--- src/rtl/ibex_wb_pkg.sv ---
`default_nettype none
// ============================================================================
// Module   : ibex_wb_pkg
// Purpose  : Shared types and constants for the Ibex-to-Wishbone arbiter.
//            ibex_wb_src_e tags every issued transaction with the Ibex
//            port that requested it, so its response can be routed back.
// Revision : 1.0 - initial release
// ============================================================================
package ibex_wb_pkg;

  typedef enum logic {
    SRC_INSTR = 1'b0,
    SRC_DATA  = 1'b1
  } ibex_wb_src_e;

  // Instruction fetches are always full-word reads.
  localparam logic [3:0]  InstrSel            = 4'hF;

  // Upper bound on outstanding transactions. CountWidth must hold 0..limit.
  localparam int unsigned MaxOutstandingLimit = 4;
  localparam int unsigned CountWidth          = 3;

endpackage
`default_nettype wire

--- src/rtl/ibex_wb_id_fifo.sv ---
`default_nettype none
// ============================================================================
// Module   : ibex_wb_id_fifo
// Purpose  : In-order FIFO of source IDs (instruction or data) for the
//            Wishbone transactions that are accepted but not yet acked.
//            The caller never pushes when full or pops when empty.
//            A push and a pop in the same cycle leave the count unchanged.
// Ports    : clk, rst_n       - clock, synchronous active-low reset
//            i_push, i_id     - enqueue i_id
//            i_pop            - dequeue the head entry
//            o_head           - ID of the oldest entry
//            o_count          - number of entries held
// Revision : 1.0 - initial release
// ============================================================================
module ibex_wb_id_fifo
  import ibex_wb_pkg::*;
#(
  parameter int unsigned Depth = 2
) (
  input  logic                  clk,
  input  logic                  rst_n,
  input  logic                  i_push,
  input  ibex_wb_src_e          i_id,
  input  logic                  i_pop,
  output ibex_wb_src_e          o_head,
  output logic [CountWidth-1:0] o_count
);

  localparam int unsigned PtrW = (Depth > 1) ? $clog2(Depth) : 1;

  ibex_wb_src_e          r_mem [Depth];
  logic [PtrW-1:0]       r_wr_ptr;
  logic [PtrW-1:0]       r_rd_ptr;
  logic [CountWidth-1:0] r_count;

  // Wrapping increment; Depth need not be a power of two.
  function automatic logic [PtrW-1:0] f_next(input logic [PtrW-1:0] p);
    if (p == PtrW'(Depth - 1)) begin
      return '0;
    end
    return p + PtrW'(1);
  endfunction

  always_ff @(posedge clk) begin
    if (!rst_n) begin
      r_wr_ptr <= '0;
      r_rd_ptr <= '0;
      r_count  <= '0;
    end else begin
      if (i_push) begin
        r_wr_ptr <= f_next(r_wr_ptr);
      end
      if (i_pop) begin
        r_rd_ptr <= f_next(r_rd_ptr);
      end
      if (i_push && !i_pop) begin
        r_count <= r_count + CountWidth'(1);
      end else if (i_pop && !i_push) begin
        r_count <= r_count - CountWidth'(1);
      end
    end
  end

  // Storage needs no reset; only entries below the count are ever read.
  always_ff @(posedge clk) begin
    if (i_push) begin
      r_mem[r_wr_ptr] <= i_id;
    end
  end

  assign o_head  = r_mem[r_rd_ptr];
  assign o_count = r_count;

endmodule
`default_nettype wire

--- src/rtl/ibex_wb_arbiter.sv ---
`default_nettype none
// ============================================================================
// Module   : ibex_wb_arbiter
// Purpose  : Shares one pipelined Wishbone B4 master port between the Ibex
//            instruction and data ports (req/gnt/rvalid). Accepted requests
//            are tagged in an in-order ID FIFO, and each ack is routed back
//            to the port that issued the request.
// Ports    : clk, rst_n               - clock, synchronous active-low reset
//            instr_*                  - Ibex instruction port
//            data_*                   - Ibex data port
//            wb_*                     - Wishbone B4 pipelined master
// Config   : MaxOutstanding (1..4)    - accepted-but-unacked transactions
//            DataFirst                - 1: data wins ties, 0: round-robin
//            IBEX_WB_ARB_ERR_EN       - when defined, wb_err completes a
//                                       transaction and raises *_err;
//                                       otherwise wb_err is ignored
// Revision : 1.0 - initial release
// ============================================================================
module ibex_wb_arbiter
  import ibex_wb_pkg::*;
#(
  parameter int unsigned MaxOutstanding = 2,
  parameter bit          DataFirst      = 1'b1
) (
  input  logic        clk,
  input  logic        rst_n,
  input  logic        instr_req,
  output logic        instr_gnt,
  output logic        instr_rvalid,
  input  logic [31:0] instr_addr,
  output logic [31:0] instr_rdata,
  output logic        instr_err,
  input  logic        data_req,
  output logic        data_gnt,
  output logic        data_rvalid,
  input  logic        data_we,
  input  logic [3:0]  data_be,
  input  logic [31:0] data_addr,
  input  logic [31:0] data_wdata,
  output logic [31:0] data_rdata,
  output logic        data_err,
  output logic        wb_cyc,
  output logic        wb_stb,
  output logic        wb_we,
  output logic [31:0] wb_adr,
  output logic [3:0]  wb_sel,
  output logic [31:0] wb_dat_o,
  input  logic [31:0] wb_dat_i,
  input  logic        wb_ack,
  input  logic        wb_stall,
  input  logic        wb_err
);

  // Out-of-range depths are clamped into 1..MaxOutstandingLimit.
  localparam int unsigned Depth =
      (MaxOutstanding > MaxOutstandingLimit) ? MaxOutstandingLimit :
      (MaxOutstanding < 1)                   ? 1 : MaxOutstanding;
  localparam logic [CountWidth-1:0] MaxCount = CountWidth'(Depth);

  ibex_wb_src_e          r_sel_q;
  ibex_wb_src_e          r_last_q;
  logic                  r_lock_q;

  ibex_wb_src_e          w_src;
  ibex_wb_src_e          w_head;
  logic                  w_is_data;
  logic                  w_src_req;
  logic                  w_stb;
  logic                  w_accept;
  logic                  w_resp;
  logic                  w_pop;
  logic [CountWidth-1:0] w_count;

  // A stalled strobe is locked to its source so that the address and
  // strobe stay stable until the slave takes it.
  always_comb begin
    w_src = SRC_INSTR;
    if (r_lock_q) begin
      w_src = r_sel_q;
    end else if (data_req && (!instr_req || DataFirst || (r_last_q == SRC_INSTR))) begin
      w_src = SRC_DATA;
    end
  end

  assign w_is_data = (w_src == SRC_DATA);
  assign w_src_req = w_is_data ? data_req : instr_req;
  assign w_stb     = rst_n & w_src_req & (w_count < MaxCount);
  assign w_accept  = w_stb & ~wb_stall;
  assign w_pop     = rst_n & w_resp & (w_count != '0);

  always_ff @(posedge clk) begin
    if (!rst_n) begin
      r_lock_q <= 1'b0;
      r_sel_q  <= SRC_INSTR;
      r_last_q <= SRC_INSTR;
    end else if (w_accept) begin
      r_lock_q <= 1'b0;
      r_last_q <= w_src;
    end else if (w_stb) begin
      // Strobe presented but stalled.
      r_lock_q <= 1'b1;
      r_sel_q  <= w_src;
    end
  end

  ibex_wb_id_fifo #(
    .Depth   (Depth)
  ) u_id_fifo (
    .clk     (clk),
    .rst_n   (rst_n),
    .i_push  (w_accept),
    .i_id    (w_src),
    .i_pop   (w_pop),
    .o_head  (w_head),
    .o_count (w_count)
  );

  // Issue side
  assign instr_gnt = w_accept & ~w_is_data;
  assign data_gnt  = w_accept & w_is_data;
  assign wb_stb    = w_stb;
  assign wb_cyc    = rst_n & (w_stb | (w_count != '0));
  assign wb_we     = rst_n & w_is_data & data_we;
  assign wb_adr    = !rst_n ? '0 : (w_is_data ? data_addr  : instr_addr);
  assign wb_sel    = !rst_n ? '0 : (w_is_data ? data_be    : InstrSel);
  assign wb_dat_o  = !rst_n ? '0 : (w_is_data ? data_wdata : '0);

  // Response side
  assign instr_rvalid = w_pop & (w_head == SRC_INSTR);
  assign data_rvalid  = w_pop & (w_head == SRC_DATA);
  assign instr_rdata  = rst_n ? wb_dat_i : '0;
  assign data_rdata   = rst_n ? wb_dat_i : '0;

`ifdef IBEX_WB_ARB_ERR_EN
  assign w_resp    = wb_ack | wb_err;
  assign instr_err = w_pop & wb_err & (w_head == SRC_INSTR);
  assign data_err  = w_pop & wb_err & (w_head == SRC_DATA);
`else
  logic w_unused_err;
  assign w_unused_err = wb_err;
  assign w_resp       = wb_ack;
  assign instr_err    = 1'b0;
  assign data_err     = 1'b0;
`endif

endmodule
`default_nettype wire

--- config.mk ---
export PLATFORM = sky130hd
export DESIGN_NAME = ibex_wb_arbiter
export DESIGN_NICKNAME = d
export VERILOG_FILES = /design/src/rtl/ibex_wb_pkg.sv /design/src/rtl/ibex_wb_id_fifo.sv /design/src/rtl/ibex_wb_arbiter.sv
export SDC_FILE = /design/constraint.sdc
export NUM_CORES = 1
export LEC_CHECK = 0
export CORE_MARGIN = 10
export CORE_UTILIZATION = 23
export CTS_CLUSTER_DIAMETER = 120
export DETAILED_ROUTE_END_ITERATION = 10
export PLACE_DENSITY_LB_ADDON = 0.25
export SETUP_SLACK_MARGIN = 0.15
export SLEW_MARGIN = 30
export SYNTH_ARGS = -nofsm -noshare
export SYNTH_HDL_FRONTEND = slang
export SYNTH_HIERARCHICAL = 1
export SYNTH_SLANG_ARGS = --single-unit
--- constraint.sdc ---
create_clock -name clk -period 3.7 [get_ports clk]
set_clock_uncertainty 0.15 [all_clocks]
set_input_delay 0.74 -clock clk [delete_from_list [all_inputs] [get_ports clk]]
set_output_delay 0.74 -clock clk [all_outputs]
set_load 0.005 [all_outputs]
==> results of run 1 <==
report_power, final:
group / switching, µW / internal [µW]
registers: 40.5 / 145
clock network: 41.7 / 72.6
logic: 341 / 531
total: 423 / 749
layout by cell type, fill, tap and decap left out, types with 2 or more instances in the layout:
master / n
clkdlybuf4s50_1: 275
nand2_1: 66
and2_1: 38
and3_1: 34
a21boi_1: 26
dfxtp_1: 8
a21boi_0: 7
buf_4: 7
o21a_1: 5
nor2b_1: 4
clkbuf_8: 3
mux2i_1: 2
or3_1: 2
nor3_2: 2
o21ai_0: 2
conb_1: 2
inv_1: 2
xor2_1: 2
edfxtp_1: 2
cell families (layout without fill, tap and decap cells):
family,after synthesis,after routing
AOI/OAI and AO/OA,46,46
xor gates and xnor gates,3,3
adders and majority gates,2,2
buffers and inverters,60,293
DFF,10,10
muxes,4,4
other,1,2
and+or+nand+nor,150,150
worst register-to-register path: cells and delay by family (launching register included):
kind                       cells  cell delay, ps
buffers and inverters          1              60
and+or+nand+nor                3            1050
xor gates and xnor gates       1             160
DFF                            1             390
AOI/OAI and AO/OA              1             140
adders and majority gates      2             590
repair_timing:
| item | in CTS | in global routing |
|---|---|---|
| setup endpoints to repair | 2 | 22 |
| gates cloned | 0 | 0 |
| gates resized for setup | 1 | 2 |
| buffers inserted | 0 | 0 |
| hold endpoints to repair | 0 | 0 |
routing by layer:
layer / share of wire [%] / vias to the layer above / track usage [%] / wire, µm
met5: 0 / - / 0 / 0
met4: 0.82 / 0 / 1.58 / 97
met3: 11 / 6 / 6.73 / 1290
met2: 51 / 145 / 32.7 / 6040
met1: 37 / 1199 / 19.1 / 4440
li1: - / 1341 / - / -
worst paths after layout:
path                             start                   end  slack, ps  cells past startpoint
hold / removal      u_id_fifo/r_wr_ptr    u_id_fifo/r_mem[0]        410                      1
setup reg to reg  u_id_fifo/o_count[1]  u_id_fifo/o_count[2]       1090                      8
hold reg to reg     u_id_fifo/r_wr_ptr    u_id_fifo/r_mem[0]        410                      1
setup / recovery             instr_req             instr_gnt        340                      5
flip-flops by register name, indices dropped and copies added, names as in the netlist, named ones only:
name                cells
u_id_fifo/o_count       3
u_id_fifo/r_mem         2
r_lock_q                1
r_sel_q                 1
u_id_fifo/r_rd_ptr      1
u_id_fifo/r_wr_ptr      1
through the flow:
stage               hold WS [ps]  util [%]  worst slack [ps]  total power (µW)
detailed placement           400      57.3               106              1060
global placement             390      57.3               165              1050
CTS                          411      57.9               177              1190
floorplan                    355         -               722               565
finish                       410      58.0               337              1170
global route                 444      58.0               255              1270
cell type report:
type                    count  area [µm²]
multi-input cells         207        1240
clock inverters             1        3.75
inverters                   3        13.8
clock buffers               3        41.3
repair buffers            286        2850
flip-flops and latches     10         220
fillers                   707        3260
well taps                 102         128
synthesized netlist by cell type (2+ instances only):
cell type   n
nor3_2      2
buf_2       4
o21a_1      5
xor2_1      2
a21boi_0    7
edfxtp_1    2
mux2i_1     3
or3_1       2
dfxtp_1     8
buf_6       2
nand2_1    66
inv_1       2
buf_4      39
and3_1     34
a21boi_1   26
o21ai_0     2
nor2b_1     4
and2_1     38
clkbuf_1   12
==> qor.yml, run 1 <==
synthesis:
  synthArstFlopShare_pct: 0
  syn_area_per_cell_um2: 6.66
  synthTopCellsByArea: "buf_4 16%, nand2_1 13%, and2_1 13%"
  synthSimpleGateAreaFrac_pct: 42.7
  ys_ff_latch: 10
  synth_ff_type: "dfxtp_1"
  synthXorXnorAreaFrac_pct: 1.43
  syn_inst: 276
  synth_mux_area_share_pct: 2.24
  synth-edff-count: 2
  yosysSeqAreaShare_pct: 12.0
  synthesis.area_um2: 1840
  synth_top_area_share_pct: 15.9
  ys.warnings.count: 6
  synthAdderAreaFrac_pct: 1.77
  synth-compound-area-share_pct: 18.4
  synth_top_family_by_area: "simple AND/OR/NAND/NOR gates"
  yosysTopAreaCell: "buf_4"
  synth_cell_type_count: 35
timing:
  period_share_pct: 90.9
  rsz0062_at_grt: "false"
  min_period_ps: 3360
  max_freq_mhz: 297
  tns_ps: 0
  hold_viol_final: 0
  maxSlewViolCount: 0
  finalSetupViolCount: 0
placement:
  dpl.cell_count: 608
  finalWeightedCongestion: 0.864
  dp_hpwl_um: 10200
  placed_cell_area_um2: 4450
  portBuffers: 277
setup_path:
  cp_common_cell: "clkdlybuf4s50_1"
  cp.arrival_ps: 2470
  worstPathCellList: "clkdlybuf4s50_1, o21ai_1, or4_4, nor3_2, clkdlybuf4s50_1"
  cp_data_required_time_ps: 2810
  worstSetupPathType: "in -> out"
  critPathLaunchType: "primary input"
  crit_path_top_delay_cell: "clkdlybuf4s50_1"
  critPathTopFamily: "buffers and inverters"
  path_buf_inv: 2
  max_stage_delay_ps: 540
  crit_path_end_kind: "output pin"
  crit_fanout: 4
floorplanning:
  ios: 281
  initial_core_util_pct: 23.7
  dieArea_um2: 12000
  die_w_um: 109
  die_h_um: 109
  row_count: 32
  coreArea_um2: 7770
clock_tree:
  clkTransAtPathRegs_ps: 50
  cts_tree: "done"
  cts_buffer_depth: 2
  cts.sinks: 10
  h-tree-depth: 1
  clk_latency_ps: 230
  hold_buffers: 0
  clock-root-buffer: "clkbuf_8"
  cts_buffers: 3
detailed_routing:
  vias: 2691
  routed_wl_um: 11900
  detail-route-antenna-nets: 0
  drc: 0
  route.detailed.wl_per_inst_um: 19.4
  first_pass_iters: 4
  drtIter0Drc: 103
  via_per_inst: 4.40
finish:
  final_design_area_no_fill_um2: 4500
  diodes: 0
  area_growth_pct: 145
  layoutNonFillerInstCount: 612
  drive_gt1_share_pct: 3.92
  fin_nets: 653
power:
  power.leakage_uw: 0.00186
  peakVddDrop_uv: 232
  powerDensity_nw_per_um2: 260
job:
  maxCapViolations: 0
global_route:
  grt_usage_pct: 17.6
  first_global_vias: 2777
  grt-ovfl-total: 0
  grt_pass1_wl_um: 16800
  antenna_found_initial: 0
  grt_max_degree: 67
min_path:
  hold_class: "reg -> reg"
status:
  outcome: "finished, final reports clean"
Note: power is estimated with default switching activity, not from simulation.
==> inputs of run 2 (changes only) <==
CORE_AREA = 10 10 100 102   (was default)
CORE_MARGIN = default   (was 10)
CORE_UTILIZATION = default   (was 23)
DIE_AREA = 0 0 110 112   (was default)
clock period = 3.9 ns   (was 3.7 ns; I/O delays follow)
==> run 2 against run 1 <==
Effect of this change: die area rose by 2.9%; flip-flop and latch count is the same; final cell count did not move; critical path depth grew 1; register-to-register slack improved by 140 ps; worst hold slack better by 9.0 ps; sequential share of layout area about the same; largest cell class unchanged; largest power group unchanged.
==> qor.yml, run 2 (synthesis gave the netlist of run 1 again) <==
floorplanning:
  coreArea_um2: 8050  # +3.7%
  ios: 281  # unchanged
  dieArea_um2: 12300  # +2.9%
  initial_core_util_pct: 22.8  # -0.84 points
  die_w_um: 110  # +0.53%
  die_h_um: 112  # +2.4%
  row_count: 33  # +3.1%
timing:
  rsz0062_at_grt: "true"
  period_share_pct: 94.9
  min_period_ps: 3700
  maxSlewViolCount: 0  # unchanged
  hold_viol_final: 0  # unchanged
  max_freq_mhz: 270
  tns_ps: 0  # unchanged
  whs_ps: 419  # +8.99 ps
  finalSetupViolCount: 0  # unchanged
detailed_routing:
  first_pass_iters: 4  # unchanged
  drtIter0Drc: 101  # -1.9%
  vias: 2653  # -1.4%
  detail-route-antenna-nets: 0  # unchanged
  route.detailed.wl_per_inst_um: 18.3  # -5.7%
  routed_wl_um: 11200  # -5.7%
  via_per_inst: 4.33  # -1.4%
  drc: 0  # unchanged
global_route:
  grt-busiest-layer: "met2"
  use_met1_pct: 17.1  # -2.0 points
  grt_usage_pct: 16.4  # -1.2 points
  grt_use_met3_pct: 6.06  # -0.67 points
  met2_usage_pct: 31.0  # -1.7 points
  first_global_vias: 2758  # -0.68%
  grt_max_degree: 66  # -1.5%
  antenna_found_initial: 0  # unchanged
  grt-ovfl-total: 0  # unchanged
  grt_pass1_wl_um: 16200  # -3.5%
finish:
  diodes: 0  # unchanged
  final_common_cell: "clkdlybuf4s50_1"
  post-route-util_pct: 55.8  # -2.2 points
  layoutNonFillerInstCount: 612  # unchanged
  area_growth_pct: 144
  largest_reg_flops: 3  # unchanged
  fin_nets: 650  # -0.46%
  layout_common_cells: "276 x clkdlybuf4s50_1, 66 x nand2_1, 38 x and2_1"
  drive_gt1_share_pct: 3.35  # -0.57 points
power:
  power.leakage_uw: 0.00183  # -1.2%
  powerDensity_nw_per_um2: 244  # -6.3%
  p_total_uw: 1090  # -6.6%
  peakVddDrop_uv: 212  # -8.5%
clock_tree:
  clk_latency_ps: 230  # about the same
  cts.sinks: 10  # unchanged
  h-tree-depth: 1  # unchanged
  hold_buffers: 0  # unchanged
  clkTransAtPathRegs_ps: 50  # about the same
  postCtsSetupRepairBufs: 0  # unchanged
  clock-root-buffer: "clkbuf_8"
  cts_tree: "done"
  cts_buffers: 3  # unchanged
  cts_buffer_depth: 2  # unchanged
placement:
  dpl.cell_count: 608  # unchanged
  dp_hpwl_um: 9690  # -5.2%
  portBuffers: 277  # unchanged
  finalWeightedCongestion: 0.813  # -5.9%
status:
  outcome: "finished, final reports clean"
setup_path:
  cp_data_required_time_ps: 2970  # +160 ps
  cp.arrival_ps: 2770  # +300 ps
  crit_path_end_kind: "output pin"
  critPathLaunchType: "primary input"
  crit_fanout: 25  # +21
  worstSetupPathType: "in -> out"
job:
  maxCapViolations: 0  # unchanged
min_path:
  hold_class: "reg -> reg"
[run 2: path summary, 6_finish.rpt]
path	depth (start not counted)	endpoint	slack, ps	start
setup / recovery	6	wb_adr[4]	200	data_req
hold / removal	1	u_id_fifo/r_mem[0]	420	u_id_fifo/r_wr_ptr
setup reg to reg	8	u_id_fifo/o_count[2]	1230	u_id_fifo/o_count[1]
hold reg to reg	1	u_id_fifo/r_mem[0]	420	u_id_fifo/r_wr_ptr
[run 2: worst max-delay path, stage by stage]
cell,delay (ps)
clkdlybuf4s50_1,510
mux2i_4,240
buf_4,320
nand2_1,90
a21boi_0,260
clkdlybuf4s50_1,570
[run 2: report_power, final]
| group | total (µW) | switching [µW] | internal, µW |
|---|---|---|---|
| Sequential | 177 | 38.7 | 138 |
| Clock | 108 | 39.6 | 68.9 |
| Combinational | 809 | 313 | 496 |
| Total | 1090 | 391 | 703 |
[run 2: through the flow]
stage                     worst slack, ps  area, µm²
final                                 198       4490
after detailed placement              157       4440
after global routing                  119       4490
after CTS                             159       4490
after floorplan                       882       1840
after global placement                237       4440
[run 2: per-layer routing]
layer	wire length (µm)	share of wire [%]	vias to the layer above
met5	0	0	-
met4	19	0.17	0
met3	1220	11	2
met2	5790	52	132
met1	4160	37	1183
li1	-	-	1336
[run 2: timing repair]
item,in CTS,in global routing
endpoints found under the hold margin,0,0
resized for setup,0,0
endpoints found under the setup margin,0,8
[run 2: cell type report]
class / instances / area [µm²]
clock buffer: 3 / 41.3
clock inverter: 1 / 3.75
fill: 747 / 3560
inverter: 3 / 11.3
multi-input combinational: 207 / 1240
sequential: 10 / 220
tap: 105 / 131
timing repair buffer: 283 / 2840
